[src/rtl/hazard_controller.sv]
// Hazard and sequencing controller between ID and EX of the uDLX pipeline.
// Tracks in-flight destinations, raises load-use stalls and branch flushes, and registers forwarding selects.
module hazard_controller #(
  parameter int REG_ADDR_WIDTH = 5
) (
  input  logic                      clk,
  input  logic                      rst_n,
  input  logic                      id_valid_in,
  input  logic [REG_ADDR_WIDTH-1:0] rd_addr1_in,
  input  logic                      rd_en1_in,
  input  logic [REG_ADDR_WIDTH-1:0] rd_addr2_in,
  input  logic                      rd_en2_in,
  input  logic [REG_ADDR_WIDTH-1:0] wr_addr_in,
  input  logic                      wr_en_in,
  input  logic                      mem_rd_en_in,
  input  logic                      branch_taken_in,
  input  logic                      mem_busy_in,
  output logic                      pc_stall_out,
  output logic                      id_stall_out,
  output logic                      ex_bubble_out,
  output logic                      flush_out,
  output logic [1:0]                fwd_a_sel_out,
  output logic [1:0]                fwd_b_sel_out,
  output logic [1:0]                state_out
);

  localparam logic [1:0] ST_RUN        = 2'b00;
  localparam logic [1:0] ST_LOAD_STALL = 2'b01;
  localparam logic [1:0] ST_FLUSH      = 2'b10;

  localparam logic [1:0] FWD_REGFILE = 2'b00;
  localparam logic [1:0] FWD_EX_MEM  = 2'b01;
  localparam logic [1:0] FWD_MEM_WB  = 2'b10;

  logic [1:0]                state_reg, state_next;
  logic [REG_ADDR_WIDTH-1:0] ex_addr_reg, mem_addr_reg;
  logic                      ex_wr_en_reg, ex_load_reg, mem_wr_en_reg;
  logic [1:0]                fwd_a_reg, fwd_b_reg;

  logic [REG_ADDR_WIDTH-1:0] src_addr [2];
  logic [1:0]                src_en;
  logic [1:0]                match_ex, match_mem;
  logic [1:0]                fwd_sel [2];

  assign src_addr[0] = rd_addr1_in;
  assign src_addr[1] = rd_addr2_in;
  assign src_en      = {rd_en2_in, rd_en1_in};

  // Register 0 is hardwired, so it never matches an in-flight writer.
  generate
    for (genvar gi = 0; gi < 2; gi++) begin : g_src
      assign match_ex[gi]  = src_en[gi] && (src_addr[gi] != '0) && ex_wr_en_reg
                             && (src_addr[gi] == ex_addr_reg);
      assign match_mem[gi] = src_en[gi] && (src_addr[gi] != '0) && mem_wr_en_reg
                             && (src_addr[gi] == mem_addr_reg);
      assign fwd_sel[gi]   = match_ex[gi]  ? FWD_EX_MEM :
                             match_mem[gi] ? FWD_MEM_WB : FWD_REGFILE;
    end
  endgenerate

  logic load_use;
  assign load_use = id_valid_in && ex_load_reg && (|match_ex);

  logic stall_c, bubble_c, flush_c, shift_c, advance_c;

  always_comb begin
    stall_c    = 1'b0;
    bubble_c   = 1'b0;
    flush_c    = 1'b0;
    shift_c    = 1'b0;
    advance_c  = 1'b0;
    state_next = state_reg;
    if (mem_busy_in) begin
      stall_c = 1'b1;
    end else if (state_reg == ST_FLUSH) begin
      // Second wrong-path fetch; a branch signal here comes from squashed code.
      flush_c    = 1'b1;
      shift_c    = 1'b1;
      state_next = ST_RUN;
    end else if (branch_taken_in) begin
      flush_c    = 1'b1;
      shift_c    = 1'b1;
      state_next = ST_FLUSH;
    end else if (load_use) begin
      stall_c    = 1'b1;
      bubble_c   = 1'b1;
      shift_c    = 1'b1;
      state_next = ST_LOAD_STALL;
    end else begin
      shift_c    = 1'b1;
      advance_c  = 1'b1;
      state_next = ST_RUN;
    end
  end

  logic take_id;
  assign take_id = advance_c && id_valid_in;

  always_ff @(posedge clk or negedge rst_n) begin
    if (!rst_n) begin
      state_reg     <= ST_RUN;
      ex_addr_reg   <= '0;
      ex_wr_en_reg  <= 1'b0;
      ex_load_reg   <= 1'b0;
      mem_addr_reg  <= '0;
      mem_wr_en_reg <= 1'b0;
      fwd_a_reg     <= FWD_REGFILE;
      fwd_b_reg     <= FWD_REGFILE;
    end else begin
      state_reg <= state_next;
      if (shift_c) begin
        mem_addr_reg  <= ex_addr_reg;
        mem_wr_en_reg <= ex_wr_en_reg;
        ex_addr_reg   <= take_id ? wr_addr_in : '0;
        ex_wr_en_reg  <= take_id && wr_en_in;
        ex_load_reg   <= take_id && mem_rd_en_in;
        fwd_a_reg     <= take_id ? fwd_sel[0] : FWD_REGFILE;
        fwd_b_reg     <= take_id ? fwd_sel[1] : FWD_REGFILE;
      end
    end
  end

  // Gating with rst_n keeps the combinational controls quiet the moment reset asserts.
  assign pc_stall_out  = rst_n && stall_c;
  assign id_stall_out  = rst_n && stall_c;
  assign ex_bubble_out = rst_n && bubble_c;
  assign flush_out     = rst_n && flush_c;
  assign fwd_a_sel_out = fwd_a_reg;
  assign fwd_b_sel_out = fwd_b_reg;
  assign state_out     = state_reg;

endmodule

[config.mk]
export PLATFORM = sky130hd
export DESIGN_NAME = hazard_controller
export DESIGN_NICKNAME = d
export VERILOG_FILES = /design/src/rtl/hazard_controller.sv
export SDC_FILE = /design/constraint.sdc
export NUM_CORES = 1
export LEC_CHECK = 0
export BUFFER_PORTS_ARGS = -buffer_cell sky130_fd_sc_hd__buf_2
export CAP_MARGIN = 30
export CORE_UTILIZATION = 50
export DETAILED_ROUTE_END_ITERATION = 8
export GPL_ROUTABILITY_DRIVEN = 0
export PLACE_DENSITY = 0.78
export SYNTH_ARGS = -nofsm -noshare
export SYNTH_HDL_FRONTEND = slang
export SYNTH_SLANG_ARGS = --single-unit
[constraint.sdc]
create_clock -name clk -period 2.4 [get_ports clk]
set_input_delay 0.36 -clock clk [delete_from_list [all_inputs] [get_ports clk]]
set_output_delay 0.36 -clock clk [all_outputs]
set_load 0.05 [all_outputs]
# Word-level counts from Yosys, hierarchy flattened
# Cells that the tools add are included.
word_totals:
  regBits: 19
  in_bits: 24
  word_cells: 56
op_classes:
  n_eq_ne: 5
  mux: 22
  n_reduce_logical: 21
op_table:
  columns: ["operator", "n"]
  rows:
  - ["equality test 5 bit", 4]
  - ["logical AND 1 bit", 18]
  - ["2-to-1 mux 2 bit", 8]
  - ["2-to-1 mux 1 bit", 13]
  - ["nonzero test 5 bit", 2]
  - ["2-to-1 mux 5 bit", 1]
  - ["equality test 2 bit, second input constant", 1]
  - ["OR reduction 2 bit", 1]

# Longest topological paths before layout
depth:
  depth_word: 12
  mapped_depth: 7

# Worst setup path before layout
# OpenSTA, ideal clock, no wires.
synth_timing:
  kind: "reg-to-output"
  from: "register ex_addr_reg[1]"
  to: "output pc_stall_out"
  t_arrival_ps: 2653
  required_time_ps: 2040
  path_slack_ps: -613
  stages_incl_launch_ff: 7
  path_buffers: 1
  cell_sequence: "dfrtp_1 -> xnor2_1 -> o211ai_2 -> nor4_2 -> nor2_1 -> o21ai_0 -> buf_4"
synth_via:
  elab_chain_cells: 9
  elab_cells_between_ends: 11
synth_rtl:
  columns: ["element", "line", "text"]
  rows:
  - ["from (decl)", "36", "logic [REG_ADDR_WIDTH-1:0] ex_addr_reg, mem_addr_reg;"]
  - ["from (signal assigned)", "114", "ex_addr_reg <= take_id ? wr_addr_in : '0;"]
  - ["equality test 5 bit", "53", "&& (src_addr[gi] == ex_addr_reg);"]
  - ["logical AND 1 bit", "53", null]
  - ["OR reduction 2 bit (*)", "62", "assign load_use = id_valid_in && ex_load_reg && (|match_ex);"]
  - ["logical AND 1 bit (*)", "62", null]
  - ["2-to-1 mux 1 bit (*)", "84", "end else if (load_use) begin"]
  - ["2-to-1 mux 1 bit (*)", "80", "end else if (branch_taken_in) begin"]
  - ["2-to-1 mux 1 bit (*)", "75", "end else if (state_reg == ST_FLUSH) begin"]
  - ["2-to-1 mux 1 bit (*)", "73", "if (mem_busy_in) begin"]
  - ["logical AND 1 bit (*)", null, null]
  - ["to (decl)", "18", "output logic pc_stall_out,"]
# Mark *: on every way between the ends. The rest lies on a longest branch, timed or not.

# Final worst setup path
layout_timing:
  from: "register ex_addr_reg[2]"
  to: "output ex_bubble_out"
layout_via:
  elab_chain_cells: 9
  elab_cells_between_ends: 11
layout_rtl:
  columns: ["element", "line", "text"]
  rows:
  - ["equality test 5 bit", "53", null]
  - ["logical AND 1 bit", "53", null]
  - ["OR reduction 2 bit (*)", "62", null]
  - ["logical AND 1 bit (*)", "62", null]
  - ["2-to-1 mux 1 bit (*)", "84", null]
  - ["2-to-1 mux 1 bit (*)", "80", null]
  - ["2-to-1 mux 1 bit (*)", "75", null]
  - ["2-to-1 mux 1 bit (*)", "73", null]
  - ["logical AND 1 bit (*)", "126", "assign ex_bubble_out = rst_n && bubble_c;"]
  - ["to (decl)", "20", "output logic ex_bubble_out,"]
# Marks and branches as above.

==> run_results.csv <==
group,metric,value,unit
run_status,status,"completed",
die,rows,16,
critical_path,rr_worst_depth,5,
critical_path,crit_fanout,4,
placement,placed_cell_area,1320,um^2
logic_synthesis,ys_ff_latch,19,
power_and_ir_drop,p_int,457,uW
cells_and_area,fin_cells,184,
clock_tree,cts_root_buffer,"clkbuf_4",
cells_and_area,drive_gt1_share,33.8,%
logic_synthesis,syn_avg_cell_area,9.47,um^2
min_path,hp-class,"in -> reg",
critical_path,path_buf_inv,1,
clock_tree,cts-buffers-inserted,3,
sta,worstMarginPinSlew,0.353,ns
logic_synthesis,yosys.area.top_type_share,41.9,%
die,fp.coreArea,2040,um^2
die,dieArea,2470,um^2
logic_synthesis,syn-instance-count,120,
power_and_ir_drop,ir_worst_vdd,0.423,mV
critical_path,path_delay_family,"simple AND/OR/NAND/NOR gates",
route,wl_per_cell,13.3,um
logic_synthesis,synth_top_area_cell,"dfrtp_1",
logic_synthesis,netlist_top_cells_count,"nand2_1, dfrtp_1, xor2_1",
sta,fmax,441,MHz
placement,io_buffers,33,
route,drt-vias-per-instance,5.32,
die,io_pins,34,
cells_and_area,fin_nets,182,
cells_and_area,finish.instance_area,1390,um^2
critical_path,worstPathArrival,1.91,ns
flow_run,cap_violations,0,
critical_path,crit_path_start,"ex_addr_reg[2]$_DFFE_PN0N_",
global_routing,grt_pass1_vias,1007,
route,drt_iter0_drc,6,
sta,skew,0.00239,ns
route,ant_nets,0,
die,initial_utilization,55.6,%
die,die_y,49.7,um
global_routing,antenna_found_initial,0,
logic_synthesis,synthTopCellsByArea,"dfrtp_1, xor2_1, nand2_1, mux2_2, xnor2_1",
logic_synthesis,synth_nets,144,
sta,setup_viol,0,
power_and_ir_drop,clock_power_share,24.1,%
power_and_ir_drop,p_total,648,uW
critical_path,endpoint,"ex_bubble_out",
critical_path,reg2reg_from,"state_out[0]$_DFFE_PN0N_",
logic_synthesis,synth_cell_type_count,29,
global_routing,grt_first_pass_wirelength,4310,um
logic_synthesis,ys_seq_area_share,41.9,%
clock_tree,clk_latency,0.28,ns
critical_path,r2r-end,"fwd_a_sel_out[1]$_DFFE_PN0N_",
logic_synthesis,ys_async_sr_fraction,100,%
critical_path,worstPathRequired,2.04,ns
sta,setup_ws,0.133,ns
route,wl_met3,82,um
cells_and_area,fill_cells,181,
sta,maxSlewHeadroom,76.5,%
route,wl_met1,1160,um
sta,period_share,94.5,%
clock_tree,cts_num_sinks,19,
route,drc,0,
sta,hold_slack,0.302,ns
power_and_ir_drop,leakage,0.681,nW
logic_synthesis,yosys_most_used_dff,"dfrtp_1",
sta,slew_viol_final,0,
power_and_ir_drop,swShare,29.4,%
clock_tree,clockBufferDepth,2,
clock_tree,htree_levels,1,
critical_path,path_depth,6,
logic_synthesis,synth_edf_count,0,
power_and_ir_drop,power.switching,191,uW
global_routing,track_usage,22.9,%
power_and_ir_drop,powerDensity,466,nW/um^2
route,via_count,979,
logic_synthesis,synth_area,1140,um^2
critical_path,critPathKind,"reg -> out",
placement,hpwl,1910,um
placement,dp_cells,178,
logic_synthesis,yosys_warnings,0,
placement,pre_cts_ws,0.176,ns
power_and_ir_drop,power_frac_seq,54.4,%
clock_tree,cts.clk_slew.worst_paths,0.10,ns
sta,finalSetupTns,0,ns
critical_path,path_cells,"xnor2_1, nand2_1, nor4_4, o21a_1, and3_1, buf_6",
route,dr.max_layer_used,"met4",
sta,fin_crit,2.27,ns
global_routing,grt_max_degree,24,
critical_path,r2r_slack,0.77,ns
power_and_ir_drop,pwr-share-comb,21.4,%
clock_tree,cts_tree,"done",
cells_and_area,n_antenna_cell,0,
cells_and_area,area_delta_synth_final,22.5,%
critical_path,worst_setup_path_end_kind,"primary output",
sta,final_hold_viol_count,0,
route,wl_met2,1180,um
cells_and_area,final_core_util,68.1,%
logic_synthesis,yosys.cell_count.top_type,"nand2_1",
route,dr.pass1.iters,4,
critical_path,start_kind,"register",
global_routing,grt.overflow.total,0,
route,wl,2440,um
critical_path,slowest_delay,0.43,ns
die,die_w,49.7,um
critical_path,cp_slowest_cell,"dfrtp_1",
==> cell type report <==
type / count / area (um^2) / share of cell area [%]
Tap cell: 27 / 33.8 / 2.43
Clock buffer: 4 / 26.3 / 1.89
Multi-Input combinational cell: 95 / 641 / 46.0
Inverter: 1 / 3.75 / 0.270
Timing Repair Buffer: 38 / 211 / 15.2
Sequential cell: 19 / 475 / 34.2
==> cell usage in the layout, fill, tap and decap left out, types with 3 or more instances in the layout <==
master    Yosys  routed
xnor2_1       7       7
dfrtp_1      19      19
buf_4         1       4
buf_2         0      32
mux2_2        6       6
nand2_1      28      28
xor2_1       13      13
nor2_1        4       4
o21ai_0      12      11
and3_1        4       4
clkbuf_4      0       3
==> worst min path at each step <==
stage / cells after the start / startpoint / to / slack, ns
after floorplan: 0 / rst_n / ex_addr_reg[0]$_DFFE_PN0N_ / 0.06
final: 3 / wr_addr_in[4] / ex_addr_reg[4]$_DFFE_PN0N_ / 0.30
after global placement: 1 / rst_n / state_out[1]$_DFFE_PN0N_ / 0.23
after CTS: 3 / wr_addr_in[2] / ex_addr_reg[2]$_DFFE_PN0N_ / 0.30
after detailed placement: 1 / rst_n / state_out[0]$_DFFE_PN0N_ / 0.23
after global routing: 3 / wr_addr_in[2] / ex_addr_reg[2]$_DFFE_PN0N_ / 0.30
==> repair_timing <==
| action | CTS | global route |
|---|---|---|
| hold buffers | 1 | 0 |
| hold endpoints to repair | 7 | 0 |
| endpoints found under the setup margin | 3 | 3 |
| pin swaps | 0 | 1 |
| setup buffers | 0 | 1 |
| gates resized for setup | 2 | 3 |
==> cell families after synthesis <==
logic type             after synthesis  share of synthesized area (%)
AO/OA/AOI/OAI                       20                           11.8
XOR/XNOR                            20                           15.4
buffers and inverters                6                           3.63
flip-flops                          19                           41.9
multiplexers                         6                           5.95
AND/OR/NAND/NOR                     49                           21.4
==> layer usage <==
layer	global-route usage (%)	up-vias
met4	5.71	0
met2	41.2	22
met5	0	-
li1	-	492
met3	1.85	2
met1	29.4	463
==> power by group through the flow <==
stage | logic, mW | clock network (mW) | registers [mW]
after floorplan | 0.0790 | 0 | 0.361
after global placement | 0.127 | 0 | 0.359
after CTS | 0.136 | 0.159 | 0.353
after detailed placement | 0.132 | 0 | 0.359
final | 0.139 | 0.156 | 0.353
after global routing | 0.154 | 0.172 | 0.356
==> worst min-delay path: stages <==
cell     delay, ns
buf_2         0.09
nand2_1       0.04
o21ai_0       0.06
(Power assumes the default switching activity.)
